File: src/rtl/top_sequencer_fsm_if.sv
// Purpose: note-fetch handshake between a note source (ROM/FIFO) and the sequencer.
// Latency: none (wires only).
// Backpressure: source holds note_valid and its payload until it sees note_ready.
// Ports: note_valid/note_length/note_chmask/note_last driven by the source (master),
//        note_ready driven by the sequencer (slave).
interface top_sequencer_fsm_if #(
    parameter int LEN_W    = 24,
    parameter int CHANNELS = 4
);
    logic                note_valid;
    logic                note_ready;
    logic [LEN_W-1:0]    note_length;
    logic [CHANNELS-1:0] note_chmask;
    logic                note_last;

    modport master (
        output note_valid,
        output note_length,
        output note_chmask,
        output note_last,
        input  note_ready
    );

    modport slave (
        input  note_valid,
        input  note_length,
        input  note_chmask,
        input  note_last,
        output note_ready
    );
endinterface

File: src/rtl/top_sequencer_fsm.sv
// Purpose: N-channel note sequencer (fetch, trigger, play, articulation gap, end-of-song).
// Latency: note accepted in LOAD -> trigger next cycle -> max(len,1) PLAY cycles -> GAP_CYCLES gap.
// Backpressure: note_ready only in LOAD and not paused; pause freezes PLAY/GAP timing.
// Ports: clk, reset_n (async active-low); run/pause/loop level controls; note (slave side of
//        the fetch interface); load_pulse accept strobe; trigger/gate per channel;
//        remaining = PLAY cycles left; state = encoded FSM state; done = song finished.
module top_sequencer_fsm #(
    parameter int LEN_W      = 24,
    parameter int CHANNELS   = 4,
    parameter int GAP_CYCLES = 4096
) (
    input  logic                 clk,
    input  logic                 reset_n,
    input  logic                 run,
    input  logic                 pause,
    input  logic                 loop,
    top_sequencer_fsm_if.slave   note,
    output logic                 load_pulse,
    output logic [CHANNELS-1:0]  trigger,
    output logic [CHANNELS-1:0]  gate,
    output logic [LEN_W-1:0]     remaining,
    output logic [2:0]           state,
    output logic                 done
);

    typedef enum logic [2:0] {
        S_IDLE  = 3'b000,
        S_LOAD  = 3'b001,
        S_START = 3'b010,
        S_PLAY  = 3'b011,
        S_GAP   = 3'b100,
        S_DONE  = 3'b101
    } state_t;

    // One counter serves both the note length and the gap, so it must hold either.
    localparam int GAP_W = (GAP_CYCLES > 0) ? $clog2(GAP_CYCLES + 1) : 1;
    localparam int CW    = (LEN_W > GAP_W) ? LEN_W : GAP_W;

    localparam logic [CW-1:0] CNT_ONE  = CW'(1);
    localparam logic [CW-1:0] GAP_LOAD = CW'((GAP_CYCLES > 0) ? GAP_CYCLES - 1 : 0);

    state_t              state_q, state_d;
    logic [CW-1:0]       cnt_q, cnt_d;
    logic [LEN_W-1:0]    len_q;
    logic [CHANNELS-1:0] mask_q;
    logic                last_q;
    logic                accept;
    state_t              eon_state;

    assign note.note_ready = (state_q == S_LOAD) && !pause;
    assign accept          = note.note_valid && note.note_ready;
    assign load_pulse      = accept;

    // Where a finished note (PLAY, or GAP when present) hands over. A dropped run
    // still lets the current note and its gap finish before going idle.
    always_comb begin
        eon_state = S_LOAD;
        if (!run) begin
            eon_state = S_IDLE;
        end else if (last_q && !loop) begin
            eon_state = S_DONE;
        end
    end

    always_ff @(posedge clk or negedge reset_n) begin
        if (!reset_n) begin
            state_q <= S_IDLE;
            cnt_q   <= '0;
            len_q   <= '0;
            mask_q  <= '0;
            last_q  <= 1'b0;
        end else begin
            state_q <= state_d;
            cnt_q   <= cnt_d;
            if (accept) begin
                len_q  <= note.note_length;
                mask_q <= note.note_chmask;
                last_q <= note.note_last;
            end
        end
    end

    always_comb begin
        state_d = state_q;
        cnt_d   = cnt_q;
        case (state_q)
            S_IDLE: begin
                if (run) begin
                    state_d = S_LOAD;
                end
            end
            S_LOAD: begin
                if (!run) begin
                    state_d = S_IDLE;
                end else if (accept) begin
                    state_d = S_START;
                end
            end
            S_START: begin
                // Zero length plays one cycle, same as length one.
                cnt_d   = (len_q == '0) ? '0 : (CW'(len_q) - CNT_ONE);
                state_d = S_PLAY;
            end
            S_PLAY: begin
                if (!pause) begin
                    if (cnt_q == '0) begin
                        if (GAP_CYCLES == 0) begin
                            state_d = eon_state;
                        end else begin
                            cnt_d   = GAP_LOAD;
                            state_d = S_GAP;
                        end
                    end else begin
                        cnt_d = cnt_q - CNT_ONE;
                    end
                end
            end
            S_GAP: begin
                if (!pause) begin
                    if (cnt_q == '0) begin
                        state_d = eon_state;
                    end else begin
                        cnt_d = cnt_q - CNT_ONE;
                    end
                end
            end
            S_DONE: begin
                if (!run) begin
                    state_d = S_IDLE;
                end
            end
            default: begin
                state_d = S_IDLE;
            end
        endcase
    end

    assign state     = state_q;
    assign trigger   = (state_q == S_START) ? mask_q : '0;
    assign gate      = (state_q == S_PLAY) ? mask_q : '0;
    assign remaining = (state_q == S_PLAY) ? cnt_q[LEN_W-1:0] : '0;
    assign done      = (state_q == S_DONE);

endmodule

File: src/flat_wrapper.sv
// flat-port wrapper written by rule: the top's interface ports become plain ports
module top_sequencer_fsm_flat 
#(
    parameter int LEN_W      = 24,
    parameter int CHANNELS   = 4,
    parameter int GAP_CYCLES = 4096
)
  (clk, reset_n, run, pause, loop, load_pulse, trigger, gate, remaining, state, done, note_note_valid, note_note_length, note_note_chmask, note_note_last, note_note_ready);
  top_sequencer_fsm_if #(.LEN_W(LEN_W), .CHANNELS(CHANNELS)) note_i ();
  input  logic clk;
  input  logic reset_n;
  input  logic run;
  input  logic pause;
  input  logic loop;
  output logic load_pulse;
  output logic [CHANNELS-1:0] trigger;
  output logic [CHANNELS-1:0] gate;
  output logic [LEN_W-1:0] remaining;
  output logic [2:0] state;
  output logic done;
  input wire logic [$bits(note_i.note_valid)-1:0] note_note_valid;
  input wire logic [$bits(note_i.note_length)-1:0] note_note_length;
  input wire logic [$bits(note_i.note_chmask)-1:0] note_note_chmask;
  input wire logic [$bits(note_i.note_last)-1:0] note_note_last;
  output wire logic [$bits(note_i.note_ready)-1:0] note_note_ready;
  assign note_i.note_valid = note_note_valid;
  assign note_i.note_length = note_note_length;
  assign note_i.note_chmask = note_note_chmask;
  assign note_i.note_last = note_note_last;
  assign note_note_ready = note_i.note_ready;
  top_sequencer_fsm #(.LEN_W(LEN_W), .CHANNELS(CHANNELS), .GAP_CYCLES(GAP_CYCLES)) u_core (.clk(clk), .reset_n(reset_n), .run(run), .pause(pause), .loop(loop), .note(note_i), .load_pulse(load_pulse), .trigger(trigger), .gate(gate), .remaining(remaining), .state(state), .done(done));
endmodule
File: config.mk
export PLATFORM = sky130hd
export DESIGN_NAME = top_sequencer_fsm_flat
export DESIGN_NICKNAME = d
export VERILOG_FILES = /design/src/rtl/top_sequencer_fsm_if.sv /design/src/rtl/top_sequencer_fsm.sv /design/src/flat_wrapper.sv
export SDC_FILE = /design/constraint.sdc
export NUM_CORES = 1
export LEC_CHECK = 0
export ABC_AREA = 1
export CORE_ASPECT_RATIO = 0.6
export CORE_UTILIZATION = 45
export DETAILED_ROUTE_END_ITERATION = 12
export HOLD_SLACK_MARGIN = 0.12
export PLACE_DENSITY_LB_ADDON = 0.15
export SYNTH_ARGS = -nofsm -noshare
export SYNTH_HDL_FRONTEND = slang
export SYNTH_SLANG_ARGS = --single-unit
File: constraint.sdc
create_clock -name clk -period 1.9 [get_ports clk]
set_clock_uncertainty 0.1 [all_clocks]
set_input_delay 0.57 -clock clk [delete_from_list [all_inputs] [get_ports clk]]
set_output_delay 0.57 -clock clk [all_outputs]
set_load 0.1 [all_outputs]
==> summary.txt <==
Crit-path slowest cell: dfrtp_4
drt wl/cell: 17.4 um
HP Class: in2async
largest net degree at the start of global routing: 57
Worst R2R Start: u_core.state[0]
Unique masters post-synth: 29
Die W: 124 um
PortBufs: 72
CP startpoint: u_core.state[1]
Hold Fails Final Rpt: 0
Worst setup EP type: primary output
syn_area_per_cell: 6.18 um2
ANT cells: 0
Synth Net Count: 687
max capacitance violation total: 0
die area: 0.00931 mm2
total CTS buffers: 5
share of cells above drive strength 1: 27.1%
initial antenna violation count: 0
Fillers: 586
DPL Wire Length: 10700 um
Cell Int Power: 5.61 mW
die height: 75.1 um
global placement routability congestion: 0.971
latest clock arrival within the worst-skew pair: 0.31 ns
VDD IR max: 0.812 mV
Detailed Routing Iterations Pass 1: 5
routed vias: 5181
clock power share: 8.6%
Setup crit start kind: register
Post-DRT Antenna Nets: 0
CTS sink cnt: 56
boundary pin count: 73
cell leakage power: 3.16 nW
H-tree depth: 2
fmax: 434 MHz
logic gate share of total power: 72.0%
core region area: 0.00859 mm2
Worst Reg2Reg Path Length in Cells: 13
status: finished with violations
vias in the first global route: 4756
fin nets: 848
sw frac: 52.8%
Synth Register Bits: 56
Slew HR: 73.2%
initial core utilization: 46.7%
Power Total: 11.9 mW
min Tclk post-route: 2.31 ns
Total GRT Usage: 36.5%
Detailed Route WL: 16100 um
critical path required time: 1.23 ns
Syn Std Cell Area: 0.00401 mm2
P_sw: 6.28 mW
First DRT Iteration DRCs: 612
CTS Root Buffer Type: clkbuf_16
failing checks: negative setup slack
Area growth syn-to-layout: 65.6%
worst setup margin: -0.405 ns
RR Endpoint: u_core.cnt_q[12]
sequential share of the synthesized area: 34.9%
RSZ-0062 raised after global routing: yes
Reg2Reg Setup Slack: -0.28 ns
CTS tree: done
count of mapped cells out of synthesis: 649
TNS Setup: -16.72 ns
first-pass GRT wire length: 24900 um
GRT overflow: 0
Clk pin slew, worst setup/hold paths: 0.08 ns
hold_ws: 0.132 ns
Critical Path Max Stage Delay: 0.46 ns
yosys warns: 0
Worst Tran Pin Value: 0.402 ns
period utilisation layout: 121%
crit path DAT: 1.64 ns
max-slew violation count: 0
Finish-stage setup viols: 67
Rows: 26
worst-path fanout max: 4
pwr/cell area: 1790 mW/mm2
CTS Hold Bufs: 0
worst-path cell chain: inv_4 -> buf_4 -> nor3_2 -> inv_2 -> nor2_4 -> buf_12
share of power burned in registers: 19.3%
WS Path Type: reg2out
Max Buffers Root-to-Sink: 2
residual DRC count: 0
DR vias/cell: 5.61
## layer usage
layer	global-route usage (%)	share of wire, %	vias up
met5	0	0	-
met4	14.6	3.4	0
met3	10.3	11	58
met2	54.8	42	347
met1	49.9	43	2417
li1	-	-	2359
## flip-flops by register name (all words and copies together) (netlist names)
signal,flops
u_core.cnt_q,24
u_core.state,3
u_core.mask_q,4
u_core.len_q,24
u_core.last_q,1
## critical path: cells and delay by family (launching register included)
family | cells | cell delay, ns
AND/OR/NAND/NOR | 2 | 0.34
flip-flops | 1 | 0.46
buffers and inverters | 4 | 0.52
## synthesized netlist by cell type
library cell | number | area, um2
buf_2 | 3 | 15.0
nor2_4 | 1 | 11.3
inv_1 | 59 | 221
o211ai_1 | 2 | 15.0
o21ai_0 | 38 | 190
o22ai_1 | 1 | 6.26
inv_2 | 5 | 18.8
nand3_2 | 3 | 30.0
buf_1 | 3 | 11.3
nand2_1 | 248 | 931
xor2_1 | 11 | 96.3
buf_4 | 5 | 37.5
o21ai_1 | 1 | 5.00
ha_1 | 3 | 37.5
xnor2_1 | 7 | 61.3
nand4_1 | 21 | 131
buf_6 | 1 | 11.3
and3_1 | 1 | 6.26
inv_4 | 1 | 6.26
nand2_2 | 4 | 25.0
clkbuf_1 | 4 | 15.0
dfrtp_1 | 56 | 1400
nor2_2 | 4 | 25.0
a21oi_1 | 3 | 15.0
nor2_1 | 118 | 443
nor3_1 | 7 | 35.0
nand3_1 | 37 | 185
o21a_1 | 1 | 7.51
o21ai_4 | 1 | 16.3
## cells by family after synthesis
group           synth area share [%]
fa+ha+maj                      0.936
simple gates                    45.4
buf+inv                         8.39
flops                           34.9
xor+xnor                        3.93
compound gates                  6.36
## layout by cell type, fill, tap and decap left out, types with 5 or more instances in the layout
cell             netlist  layout
nor3_1                 7       5
buf_6                  1      12
clkdlybuf4s50_1        0      33
o21ai_0               38      24
nand2_4                0       5
nor2_4                 1      36
inv_1                 59      56
nand4_1               21      21
xor2_1                11      11
buf_12                 0      44
buf_4                  5      75
xnor2_1                7       7
nand2_1              248     240
nor2_1               118      83
o21ai_1                1      12
nand2_2                4       6
dfrtp_1               56      53
nand3_1               37      37
clkbuf_16              0       5
## worst max-delay path by stage
stage                                to  slack [ns]
final                        trigger[3]       -0.41
after global routing         trigger[3]       -0.43
after CTS                 remaining[17]       -0.38
after detailed placement     load_pulse       -0.31
after global placement       load_pulse       -0.30
after floorplan              load_pulse       -0.78
## through the flow
step           area [um2]  utilization, %  cells  setup WS, ns
6_report             6640            77.3    923        -0.405
5_1_grt              6640            77.3    923        -0.426
4_1_cts              6690            77.9    928        -0.378
3_5_place_dp         6100            71.0    898        -0.312
2_1_floorplan        4320               -    649        -0.785
3_3_place_gp         6100            71.0    898        -0.295
## final cells by class
class	instances	area (um2)	area share, %
multi-input combinational	512	2630	39.6
clock buffer	5	125	1.88
inverter	65	279	4.20
sequential	56	1410	21.3
clock inverter	3	28.8	0.433
tap	112	140	2.11
timing repair buffer	170	2030	30.5
## power by group through the flow
stage / Clock (mW) / Combinational, mW / Sequential (mW)
6_report: 1.03 / 8.56 / 2.30
5_1_grt: 1.07 / 9.12 / 2.35
4_1_cts: 1.04 / 8.29 / 2.25
3_5_place_dp: 0 / 7.28 / 2.27
3_3_place_gp: 0 / 7.13 / 2.24
2_1_floorplan: 0 / 4.29 / 2.39
## what timing repair did
item | 4_1_cts | 5_1_grt
endpoints found under the hold margin | 0 | 0
gates resized for setup | 53 | 25
buffers inserted | 16 | 1
endpoints found under the setup margin | 76 | 93
gates cloned | 6 | 0
pin swaps | 20 | 15
No activity file was read; power rests on OpenSTA's default activity.
